$ cat config.mk
export PLATFORM = sky130hd
export DESIGN_NAME = microondas_sequencer
export DESIGN_NICKNAME = d
export VERILOG_FILES = /design/src/rtl/microondas_sequencer.sv
export SDC_FILE = /design/constraint.sdc
export NUM_CORES = 1
export LEC_CHECK = 0
export ABC_AREA = 1
export BUFFER_PORTS_ARGS = -buffer_cell sky130_fd_sc_hd__buf_2
export CORE_UTILIZATION = 49
export DETAILED_ROUTE_END_ITERATION = 16
export GPL_ROUTABILITY_DRIVEN = 0
export GPL_TIMING_DRIVEN = 0
export PLACE_DENSITY = 0.78
export SLEW_MARGIN = 0
export SYNTH_ARGS = -nofsm -noshare
export SYNTH_HDL_FRONTEND = slang
export SYNTH_SLANG_ARGS = --single-unit
$ cat constraint.sdc
create_clock -name i_clk -period 1.92 [get_ports i_clk]
set_clock_uncertainty 0.15 [all_clocks]
set_input_delay 0.192 -clock i_clk [delete_from_list [all_inputs] [get_ports i_clk]]
set_output_delay 0.192 -clock i_clk [all_outputs]
set_load 0.005 [all_outputs]
$ cat src/rtl/microondas_sequencer.sv
// Microwave cook sequencer: BCD mm:ss keypad entry, 1 Hz countdown, magnetron and beep control.
// Optional QUICK_START_EN: start in IDLE at 0000 loads 0030, start while cooking adds 30 s.
module microondas_sequencer #(
  parameter int DONE_TICKS = 3
) (
  input  logic        i_clk,
  input  logic        i_rst,
  input  logic        i_tick_1hz,
  input  logic        i_startn,
  input  logic        i_stopn,
  input  logic        i_clrn,
  input  logic        i_porta_fechada,
  input  logic        i_key_valid,
  input  logic [3:0]  i_key_digit,
  output logic [15:0] o_tempo,
  output logic        o_zero,
  output logic        o_magnetron_on,
  output logic        o_beep,
  output logic        o_cozinhando
);

  typedef enum logic [2:0] {S_IDLE, S_ENTRY, S_COOK, S_PAUSE, S_DONE} state_t;

  state_t      r_state, w_state_next;
  logic [15:0] r_tempo, w_tempo_next;
  logic [3:0]  r_beep_cnt, w_beep_cnt_next;
  logic        r_startn_d;

  logic        w_start;
  logic        w_tempo_zero;
  logic        w_key_ok;
  logic        w_resume_ok;
  logic        w_quick_idle;
  logic        w_quick_cook;
  logic [15:0] w_tempo_dec;
  logic [15:0] w_tempo_add;

  assign w_start      = r_startn_d & ~i_startn;
  assign w_tempo_zero = (r_tempo == 16'h0000);
  assign w_key_ok     = i_key_valid && (i_key_digit <= 4'd9);
  assign w_resume_ok  = w_start && i_porta_fechada && !w_tempo_zero;

  // Seconds are decremented digit-wise, so entries like 0099 count down literally
  always_comb begin
    w_tempo_dec = r_tempo;
    w_tempo_dec[3:0] = (r_tempo[3:0] == 4'd0) ? 4'd9 : r_tempo[3:0] - 4'd1;
    if (r_tempo[3:0] == 4'd0) begin
      w_tempo_dec[7:4] = (r_tempo[7:4] == 4'd0) ? 4'd5 : r_tempo[7:4] - 4'd1;
      if (r_tempo[7:4] == 4'd0) begin
        w_tempo_dec[11:8] = (r_tempo[11:8] == 4'd0) ? 4'd9 : r_tempo[11:8] - 4'd1;
        if (r_tempo[11:8] == 4'd0) begin
          w_tempo_dec[15:12] = r_tempo[15:12] - 4'd1;
        end
      end
    end
  end

`ifdef QUICK_START_EN
  logic [3:0] w_sec_tens_sum;

  assign w_quick_idle = w_start && i_porta_fechada && w_tempo_zero;
  assign w_quick_cook = w_start && i_porta_fechada;

  // +30 s lands on the seconds-tens digit; the carry into minutes saturates at 99:59
  always_comb begin
    w_tempo_add    = r_tempo;
    w_sec_tens_sum = r_tempo[7:4] + 4'd3;
    if (w_sec_tens_sum >= 4'd6) begin
      w_tempo_add[7:4] = w_sec_tens_sum - 4'd6;
      if (r_tempo[15:8] == 8'h99) begin
        w_tempo_add = 16'h9959;
      end else if (r_tempo[11:8] == 4'd9) begin
        w_tempo_add[11:8]  = 4'd0;
        w_tempo_add[15:12] = r_tempo[15:12] + 4'd1;
      end else begin
        w_tempo_add[11:8] = r_tempo[11:8] + 4'd1;
      end
    end else begin
      w_tempo_add[7:4] = w_sec_tens_sum;
    end
  end
`else
  assign w_quick_idle = 1'b0;
  assign w_quick_cook = 1'b0;
  assign w_tempo_add  = r_tempo;
`endif

  always_comb begin
    w_state_next    = r_state;
    w_tempo_next    = r_tempo;
    w_beep_cnt_next = 4'd0;
    if (!i_clrn) begin
      w_state_next = S_IDLE;
      w_tempo_next = 16'h0000;
    end else begin
      case (r_state)
        S_IDLE: begin
          if (w_quick_idle) begin
            w_tempo_next = 16'h0030;
            w_state_next = S_COOK;
          end else if (w_key_ok) begin
            w_tempo_next = {r_tempo[11:0], i_key_digit};
            w_state_next = S_ENTRY;
          end
        end
        S_ENTRY: begin
          if (w_resume_ok) begin
            w_state_next = S_COOK;
          end else if (w_key_ok) begin
            w_tempo_next = {r_tempo[11:0], i_key_digit};
          end
        end
        S_COOK: begin
          if (!i_stopn) begin
            w_state_next = S_PAUSE;
          end else if (w_quick_cook) begin
            w_tempo_next = w_tempo_add;
          end else if (!i_porta_fechada) begin
            w_state_next = S_PAUSE;
          end else if (i_tick_1hz) begin
            w_tempo_next = w_tempo_dec;
            if (w_tempo_dec == 16'h0000) begin
              w_state_next = S_DONE;
            end
          end
        end
        S_PAUSE: begin
          if (w_resume_ok) begin
            w_state_next = S_COOK;
          end
        end
        S_DONE: begin
          w_beep_cnt_next = r_beep_cnt;
          if (i_tick_1hz) begin
            if (r_beep_cnt == 4'(DONE_TICKS - 1)) begin
              w_beep_cnt_next = 4'd0;
              w_state_next    = S_IDLE;
            end else begin
              w_beep_cnt_next = r_beep_cnt + 4'd1;
            end
          end
        end
        default: begin
          w_state_next = S_IDLE;
        end
      endcase
    end
  end

  always_ff @(posedge i_clk) begin
    if (i_rst) begin
      r_state    <= S_IDLE;
      r_tempo    <= 16'h0000;
      r_beep_cnt <= 4'd0;
      r_startn_d <= 1'b1;
    end else begin
      r_state    <= w_state_next;
      r_tempo    <= w_tempo_next;
      r_beep_cnt <= w_beep_cnt_next;
      r_startn_d <= i_startn;
    end
  end

  assign o_tempo        = r_tempo;
  assign o_zero         = w_tempo_zero;
  assign o_magnetron_on = (r_state == S_COOK);
  assign o_beep         = (r_state == S_DONE);
  assign o_cozinhando   = (r_state == S_COOK) || (r_state == S_PAUSE);

endmodule

# Word-level counts from Yosys, hierarchy flattened
# Index checks and enable logic that the tools add are counted.
totals:
  reg_bits: 24
  inputBits: 12
  out_inout_bits: 20
  elab_cells: 68
op_classes:
  n_addsub: 5
  n_lt_le_gt_ge: 1
  n_eq_ne: 15
  n_mux: 22
  bitwise_logic: 4
  reduce_logical: 17
ops:
  columns: ["operator", "n"]
  rows:
  - ["two-way mux 16 bit", 5]
  - ["case mux 16 bit (3 select lines)", 1]
  - ["logical NOT 16 bit", 2]
  - ["two-way mux 3 bit", 8]
  - ["two-way mux 4 bit", 5]
  - ["subtractor 4 x 1 -> 4 bit (second input constant)", 4]
  - ["logical NOT 4 bit", 3]
  - ["two-way mux 12 bit", 1]
  - ["inequality test 2 bit (second input constant)", 6]
  - ["case mux 3 bit (4 select lines)", 1]
  - ["two-way mux 8 bit", 1]
  - ["== test 3 x 2 -> 1 bit (second input constant)", 2]
  - ["AND reduction 6 bit", 1]
  - ["AND reduction 5 bit", 1]
  - ["adder 4 x 1 -> 4 bit (second input constant)", 1]
  - ["== test 4 x 2 -> 1 bit (second input constant)", 1]
  - ["<= comparator 4 bit (second input constant)", 1]
  - ["inequality test 2 x 1 -> 1 bit (second input constant)", 2]
  - ["inequality test 4 x 3 -> 1 bit (second input constant)", 1]
  - ["inequality test 4 bit (second input constant)", 1]
  - ["OR reduction 2 bit", 2]
  - ["== test 3 x 1 -> 1 bit (second input constant)", 1]
  - ["== test 3 bit (second input constant)", 1]
  - ["logical AND 1 bit", 3]
  - ["other kinds (7)", 9]

# Depth between registers and ports, before layout
# Gate-level depths: netlist of the first run.
logic_depth:
  ltp_word: 10
  ltp_mapped: 15
  ltp_nobuf: 15

# Least setup slack after synthesis of the first run
# OpenSTA, ideal clock, no wires.
synth_path:
  kind: "reg2reg"
  start: "register r_tempo[3] (netlist: o_tempo[3])"
  end: "register r_tempo[12] (netlist: o_tempo[12])"
  setup_ns: 0.121
  t_arrival_ns: 1.566
  required_time_ns: 1.649
  slack_ns: 0.083
  stages_incl_launch_ff: 11
  n_path_buf: 1
  period_less_slack_ns: 1.837
  cell_sequence: "dfxtp_1 > nor2_1 > nand2_4 > nor2_8 > nand2_4 > o21bai_2 > nand3b_1 > nand2_2 > buf_2 > o21ai_0 > a21oi_1"
synth_between:
  elab_chain_cells: 6
  word_cells_on_any_way: 11
  cone_classes: "eq/ne: 1; mux: 5; reduce/logical: 5"
synth_lines:
  columns: ["element", "line_no", "text"]
  rows:
  - ["from (decl)", "25", "logic [15:0] r_tempo, w_tempo_next;"]
  - ["from (signal assigned)", "158", "r_tempo <= w_tempo_next;"]
  - ["logical NOT 4 bit", "47", "if (r_tempo[3:0] == 4'd0) begin"]
  - ["two-way mux 12 bit", "47", null]
  - ["two-way mux 16 bit", "120", "end else if (i_tick_1hz) begin"]
  - ["two-way mux 16 bit", "118", "end else if (!i_porta_fechada) begin"]
  - ["two-way mux 16 bit", "114", "if (!i_stopn) begin"]
  - ["case mux 16 bit (3 select lines)", "96", "case (r_state)"]
# Several ways; a longest one is shown, not always the timed one. The select of a mux whose other input is x is not followed.
# A chain may end at the register's enable or synchronous reset.

# Final worst setup path of the first run
layout_path:
  start: "register r_tempo[3] (netlist: o_tempo[3])"
  end: "register r_tempo[2] (netlist: o_tempo[2])"
layout_between:
  elab_chain_cells: 6
  word_cells_on_any_way: 11
  cone_classes: "eq/ne: 1; mux: 5; reduce/logical: 5"
layout_lines:
  columns: ["element", "line_no", "text"]
  rows:
  - ["logical NOT 4 bit", "46", "w_tempo_dec[3:0] = (r_tempo[3:0] == 4'd0) ? 4'd9 : r_tempo[3:0] - 4'd1;"]
  - ["two-way mux 4 bit", "46", null]
  - ["two-way mux 16 bit", "120", null]
  - ["two-way mux 16 bit", "118", null]
  - ["two-way mux 16 bit", "114", null]
  - ["case mux 16 bit (3 select lines)", "96", null]
# Several ways; a longest one is shown, not always the timed one. The select of a mux whose other input is x is not followed.

==> results.md, run 1 <==
* Status: finished, violations left
* Failing checks: setup timing
* Upper clock frequency limit at approximately 500 MHz
* Synth cell types at 29
* Clk Latency, worst-skew pair at approximately 0.35 ns
* Cell count after synthesis at about 260
* Number of flops mapped to enable cells by yosys at 0
* Worst Path Max Fanout at 10
* Final min period at roughly 2.0 ns
* Initial drt markers at around 140
* Yosys reg bits at 24
* Pwr per Cell Area at approximately 720 nW/um2
* Worst vdd ir at about 0.00037 V
* Mapped Avg Cell Area at about 6.2 um2
* Pleak at 0.00103 uW
* Max Slew Vio Count at 0
* Vias in the first global route at between 1500 and 2000
* CP arrival at roughly 2.1 ns
* Core Rows at 20
* H-tree depth at 1
* Sink Count at 24
* Layout cell share with drive strength beyond 1 at 0.320
* Crit end category: register
* Initial DRT Pass Iterations at 5
* Synthesized area at ~1600 um2
* # IOs at 32
* Crit share post-route at 1.05
* Routed len/inst at roughly 13 um
* Die Span Y at 59.2 um
* DRC viols at 0
* Maximum capacitance violations at 0
* Register area share after synthesis at 0.300
* Slew headroom at 0.652
* Root buf cell: clkbuf_4
* CP startpoint kind: register
* Fillers at 279
* Design area at about 2100 um2
* Synth Net Count at 271
* CTS Buffer Depth at 2
* Core area at roughly 3100 um2
* Nets at ~330
* Pin count of the biggest net entering global routing at 14
* Die width at just under 60 um
* Gr usage total at 0.255
* Count of input and output buffers at 31
* Required time worst endpoint at 2.02 ns
* Critical Path Max Stage Delay at 0.40 ns
* Initial antenna violation count at 0
* Asr flop ratio synth at 0
* Unrepaired setup endpoints after global routing: yes
* Die area at between 3000 and 4000 um2
* Drt total wl at about 4500 um
* Final worst slack at -0.0948 ns
* Top FF cell, synth: dfxtp_1
* Number of CTS-inserted buffers at 3
* HP Class: input port to register
* Slowest cell on crit path: dfxtp_4
* Clock Pin Slew Worst Setup and Hold Paths at around 0.16 ns
* Global-route wire length before repair at 6740 um
* Syn. warnings at 0
* Initial Util at 0.521
* Via density at ~5.2
* Final setup vio count at 17
* Hold Vio Cnt, Final at 0
* Ant diodes at 0
* Worst-path cell chain: nor2_4, nand2_4, nor2_8, nand2_4, o21bai_4, nand3b_1, nand2_2, buf_6, a211oi_1
* Total grt overflow at 0
* Slew @ Worst Pin at ~0.52 ns
* Layout Area Growth over Synthesis at 33.1%
* Overall Power at 1540 uW
* Remaining antenna violation count at 0
* WS Path Type: register to register
* Dpl hpwl at 2900 um
* CTS tree: yes
* Layout Utilization at 0.693
* Via count at between 1500 and 2000
* DP Area at 1810 um2
* Most used cell, CP: nand2_4
where the power goes:
part	total, uW	internal (uW)	switching (uW)
clock network	300	117	183
registers	561	527	34.0
logic	683	281	402
final timing paths:
| check | slack, ns | startpoint | cells past startpoint | endpoint |
|---|---|---|---|---|
| setup / recovery | -0.09 | o_tempo[3]$_SDFFE_PP0P_ | 9 | o_tempo[2]$_SDFFE_PP0P_ |
| hold / removal | 0.05 | i_tick_1hz | 4 | r_beep_cnt[0]$_SDFFE_PP0P_ |
| setup reg to reg | -0.09 | o_tempo[3]$_SDFFE_PP0P_ | 9 | o_tempo[2]$_SDFFE_PP0P_ |
| hold reg to reg | 0.37 | r_beep_cnt[3]$_SDFFE_PP0P_ | 1 | r_beep_cnt[3]$_SDFFE_PP0P_ |
state kept, by name, summed over array words and instances, names as in the netlist:
register,cells
o_tempo,16
r_beep_cnt,4
r_state,3
r_startn_d,1
worst max-delay path: cells and delay by family, from the launching register on:
kind,cells,cell delay [ns]
AOI/OAI and AO/OA,2,0.41
buffers and inverters,1,0.16
DFF,1,0.40
and+or+nand+nor,6,0.79
stage by stage:
step | setup slack, ns | hold slack (ns) | cells | setup TNS (ns)
finish | -0.0948 | 0.0488 | 360 | -0.942
global route | -0.172 | 0.0779 | 360 | -2.49
CTS | 0.00157 | 0.0502 | 348 | 0
detailed placement | -0.176 | 0.243 | 332 | -2.27
global placement | -0.175 | 0.227 | 332 | -2.12
floorplan | 0.0829 | 0.139 | 257 | 0
cells by family after synthesis:
kind of cell	synth area share
xor gates and xnor gates	0.00546
adders and majority gates	0.0156
AOI/OAI and AO/OA	0.220
and+or+nand+nor	0.360
DFF	0.300
buffers and inverters	0.0998
cell type report:
| class | count | area (um2) | share of cell area |
|---|---|---|---|
| Buffer | 6 | 43.8 | 0.0205 |
| Clock buffer | 4 | 36.3 | 0.0170 |
| Inverter | 32 | 120 | 0.0563 |
| Multi-Input combinational cell | 195 | 1030 | 0.483 |
| Sequential cell | 24 | 505 | 0.237 |
| Tap cell | 44 | 55.1 | 0.0258 |
| Timing Repair Buffer | 55 | 343 | 0.161 |
Yosys cell counts, types with 3 or more instances:
cell type,count,area (um2)
o21ai_0,30,150
inv_1,29,109
nand2_1,64,240
inv_2,3,11.3
a21oi_1,24,120
a211oi_1,3,22.5
nor2_1,32,120
nand3_1,18,90.1
nor3_1,5,25.0
dfxtp_1,24,480
layer usage:
metal,vias up,global-route usage,wire length [um]
met5,-,0,0
met4,0,0.0952,73
met3,8,0.0240,242
met2,65,0.443,2240
met1,848,0.326,1980
li1,960,-,-
placed cells by master (no fill, tap or decap), types with 3 or more instances in the layout:
master,count
nand2_1,60
buf_2,33
inv_1,27
nor2_1,26
o21ai_0,24
a21oi_1,22
buf_4,20
nand3_1,18
dfxtp_1,12
dfxtp_2,8
o21ai_1,6
inv_2,5
nor3_1,5
nor2_2,4
a21oi_2,4
nand2_2,4
dlygate4sd3_1,4
dfxtp_4,4
nor2_4,3
nand2_4,3
clkbuf_4,3
repair_timing:
| item | 4_1_cts | 5_1_grt |
|---|---|---|
| hold endpoints to repair | 3 | 0 |
| setup buffers | 8 | 11 |
| hold buffers | 4 | 0 |
| endpoints found under the setup margin | 21 | 20 |
| pin swaps | 6 | 11 |
| gates resized for setup | 19 | 25 |
| gates cloned | 0 | 1 |
(Power assumes the default switching activity.)
==> run 2, diff against run 1 <==
--- a/config.mk
+++ b/config.mk
@@ -7,11 +7,13 @@
 export LEC_CHECK = 0
 export ABC_AREA = 1
 export BUFFER_PORTS_ARGS = -buffer_cell sky130_fd_sc_hd__buf_2
-export CORE_UTILIZATION = 49
+export CELL_PAD_IN_SITES_DETAIL_PLACEMENT = 0
+export CELL_PAD_IN_SITES_GLOBAL_PLACEMENT = 1
+export CORE_UTILIZATION = 34
 export DETAILED_ROUTE_END_ITERATION = 16
 export GPL_ROUTABILITY_DRIVEN = 0
 export GPL_TIMING_DRIVEN = 0
-export PLACE_DENSITY = 0.78
+export PLACE_DENSITY = 0.74
 export SLEW_MARGIN = 0
 export SYNTH_ARGS = -nofsm -noshare
 export SYNTH_HDL_FRONTEND = slang
==> run 2 against run 1 <==
Net effect: the run ends with DRC, setup timing left; maximum frequency rose by 1.6%; power rose by 4.6%; cell count rose by 0.28%; utilization fell by 21 points.
==> results.md, run 2 (synthesis results as in run 1) <==
* Die width at 70.7 um (+19%)
* CP bufs+invs at 1 (unchanged)
* Routed len/inst at 12.8 um (+1.5%)
* Clock Pin Slew Worst Setup and Hold Paths at 0.10 ns (-0.06 ns)
* Layout Area Growth over Synthesis at 33.3%
* Worst vdd ir at 0.000299 V (-20%)
* Ant diodes at 0 (unchanged)
* Nets at 324 (-2.1%)
* Clk Latency, worst-skew pair at 0.27 ns (-0.08 ns)
* CTS tree: yes
* Critical Path Max Stage Delay at 0.38 ns (-0.02 ns)
* WS Path Type: register to register
* Worst-path cell chain: nor2_4, buf_4, nand2_1, nand2_1, nand2_1, nor3_1, nand3_1, nor2_1, nand3_2, nand2_4, nand3_2, nand2_1, nor2_1
* Die area at 5000 um2 (+42%)
* CTS Buffer Depth at 2 (unchanged)
* DP Area at 1820 um2 (+0.55%)
* Gr usage total at 0.189 (-0.0658)
* Global-route wire length before repair at 7580 um (+12%)
* Status: finished, violations left
* Slew @ Worst Pin at 0.608 ns (+0.0856 ns)
* Commonest non-fill, non-tap cell in the layout: nand2_1
* Unrepaired setup endpoints after global routing: yes
* Remaining antenna violation count at 0 (unchanged)
* Crit share post-route at 1.03 (-0.0168)
* Commonest non-fill, non-tap cells in the layout: nand2_1, buf_2, inv_1
* Number of CTS-inserted buffers at 3 (unchanged)
* Count of input and output buffers at 31 (unchanged)
* Via count at 1794 (-4.6%)
* Failing checks: DRC, setup timing
* Initial Util at 0.361 (-0.160)
* Root buf cell: clkbuf_8
* Core Rows at 24 (+20%)
* Dpl hpwl at 3290 um (+14%)
* Slew headroom at 0.595 (-0.0571)
* Crit end category: register
* Total grt overflow at 0 (unchanged)
* Crit path max-delay family: simple AND/OR/NAND/NOR gates
* Max reg flops at 16 (unchanged)
* CP startpoint kind: register
* HP Class: input port to register
* Hold Vio Cnt, Final at 0 (unchanged)
* Pin count of the biggest net entering global routing at 14 (unchanged)
* CP arrival at 2.01 ns (-0.11 ns)
* Vias in the first global route at 1656 (+5.4%)
* Sink Count at 24 (unchanged)
* Fillers at 475 (+70%)
* Die Span Y at 70.7 um (+19%)
* RR Startpoint: o_tempo[0]$_SDFFE_PP0P_
* Required time worst endpoint at 1.95 ns (-0.07 ns)
* Setup TNS Final at -0.581 ns (+0.361 ns)
* Max Slew Vio Count at 0 (unchanged)
* Initial drt markers at 67 (-52%)
* # IOs at 32 (unchanged)
* Upper clock frequency limit at 504 MHz (+1.6%)
* Maximum capacitance violations at 0 (unchanged)
* H-tree depth at 1 (unchanged)
* Design area at 2140 um2 (+0.18%)
* Worst Path Max Fanout at 7 (-3)
* Initial antenna violation count at 0 (unchanged)
* Most used cell, CP: nand2_1
* Pwr per Cell Area at 755 nW/um2 (+4.4%)
* Worst hold margin at 0.0689 ns (+0.0201 ns)
* Layout cell share with drive strength beyond 1 at 0.327 (+0.00724)
* Final setup vio count at 19 (+2)
* Drt total wl at 4610 um (+1.7%)
* Core area at 4440 um2 (+44%)
* Pleak at 0.00101 uW (-1.9%)
* Slowest cell on crit path: dfxtp_4
* Via density at 4.97 (-4.9%)
* Layout Utilization at 0.481 (-0.212)
* Final min period at 1.98 ns (-0.0323 ns)
* Initial DRT Pass Iterations at 10 (+5)
* DRC viols at 2 (+2)
* Hold Startpoint: i_key_digit[3]
* Final worst slack at -0.0625 ns (+0.0323 ns)
* Worst setup path start: o_tempo[0]$_SDFFE_PP0P_
==> run 2: per-stage QoR <==
stage | power (uW) | instances | setup WS (ns)
after floorplan | 968 | 257 | 0.0829
after global placement | 1120 | 340 | -0.264
after detailed placement | 1120 | 340 | -0.213
after CTS | 1540 | 355 | -0.00394
after global routing | 1730 | 361 | -0.165
final | 1610 | 361 | -0.0625
==> run 2: worst paths after layout <==
check,end,depth (start not counted),slack [ns]
worst min-delay path,o_tempo[3]$_SDFFE_PP0P_,3,0.07
worst min register to register,r_beep_cnt[3]$_SDFFE_PP0P_,1,0.36
worst max-delay path,r_state[1]$_SDFFE_PP0P_,13,-0.06
worst max register to register,r_state[1]$_SDFFE_PP0P_,13,-0.06
==> run 2: repair_timing <==
item,in CTS,in global routing
gates cloned,1,0
setup endpoints to repair,21,20
buffers inserted,8,6
endpoints found under the hold margin,1,0
hold buffers,2,0
resized for setup,19,34
pin swaps,7,10
==> run 2: routing by layer <==
layer,global-route usage,part of all wire,wire length [um]
met1,0.245,0.48,2230
met2,0.332,0.48,2200
met3,0.0214,0.027,125
met4,0.0533,0.013,59
met5,0,0,0
==> run 2: cell type report <==
| cell class | count | area (um2) | area share |
|---|---|---|---|
| Tap cell | 52 | 65.1 | 0.0304 |
| Inverter | 32 | 120 | 0.0562 |
| Clock buffer | 4 | 55.1 | 0.0257 |
| Multi-Input combinational cell | 195 | 1070 | 0.500 |
| Sequential cell | 24 | 493 | 0.231 |
| Timing Repair Buffer | 48 | 292 | 0.136 |
| Buffer | 6 | 43.8 | 0.0205 |
==> run 2: worst reg2reg max path, delay by kind of cell, from the launching register on <==
kind / cells / cell delay, ns
buf+inv: 1 / 0.13
simple gates: 12 / 1.24
flops: 1 / 0.38
==> run 2: where the power goes <==
group	internal [uW]	leakage (uW)	switching, uW
Combinational	280	0.000785	404
Sequential	527	0.000199	39.1
Clock	184	0.0000288	181
Total	990	0.00101	624
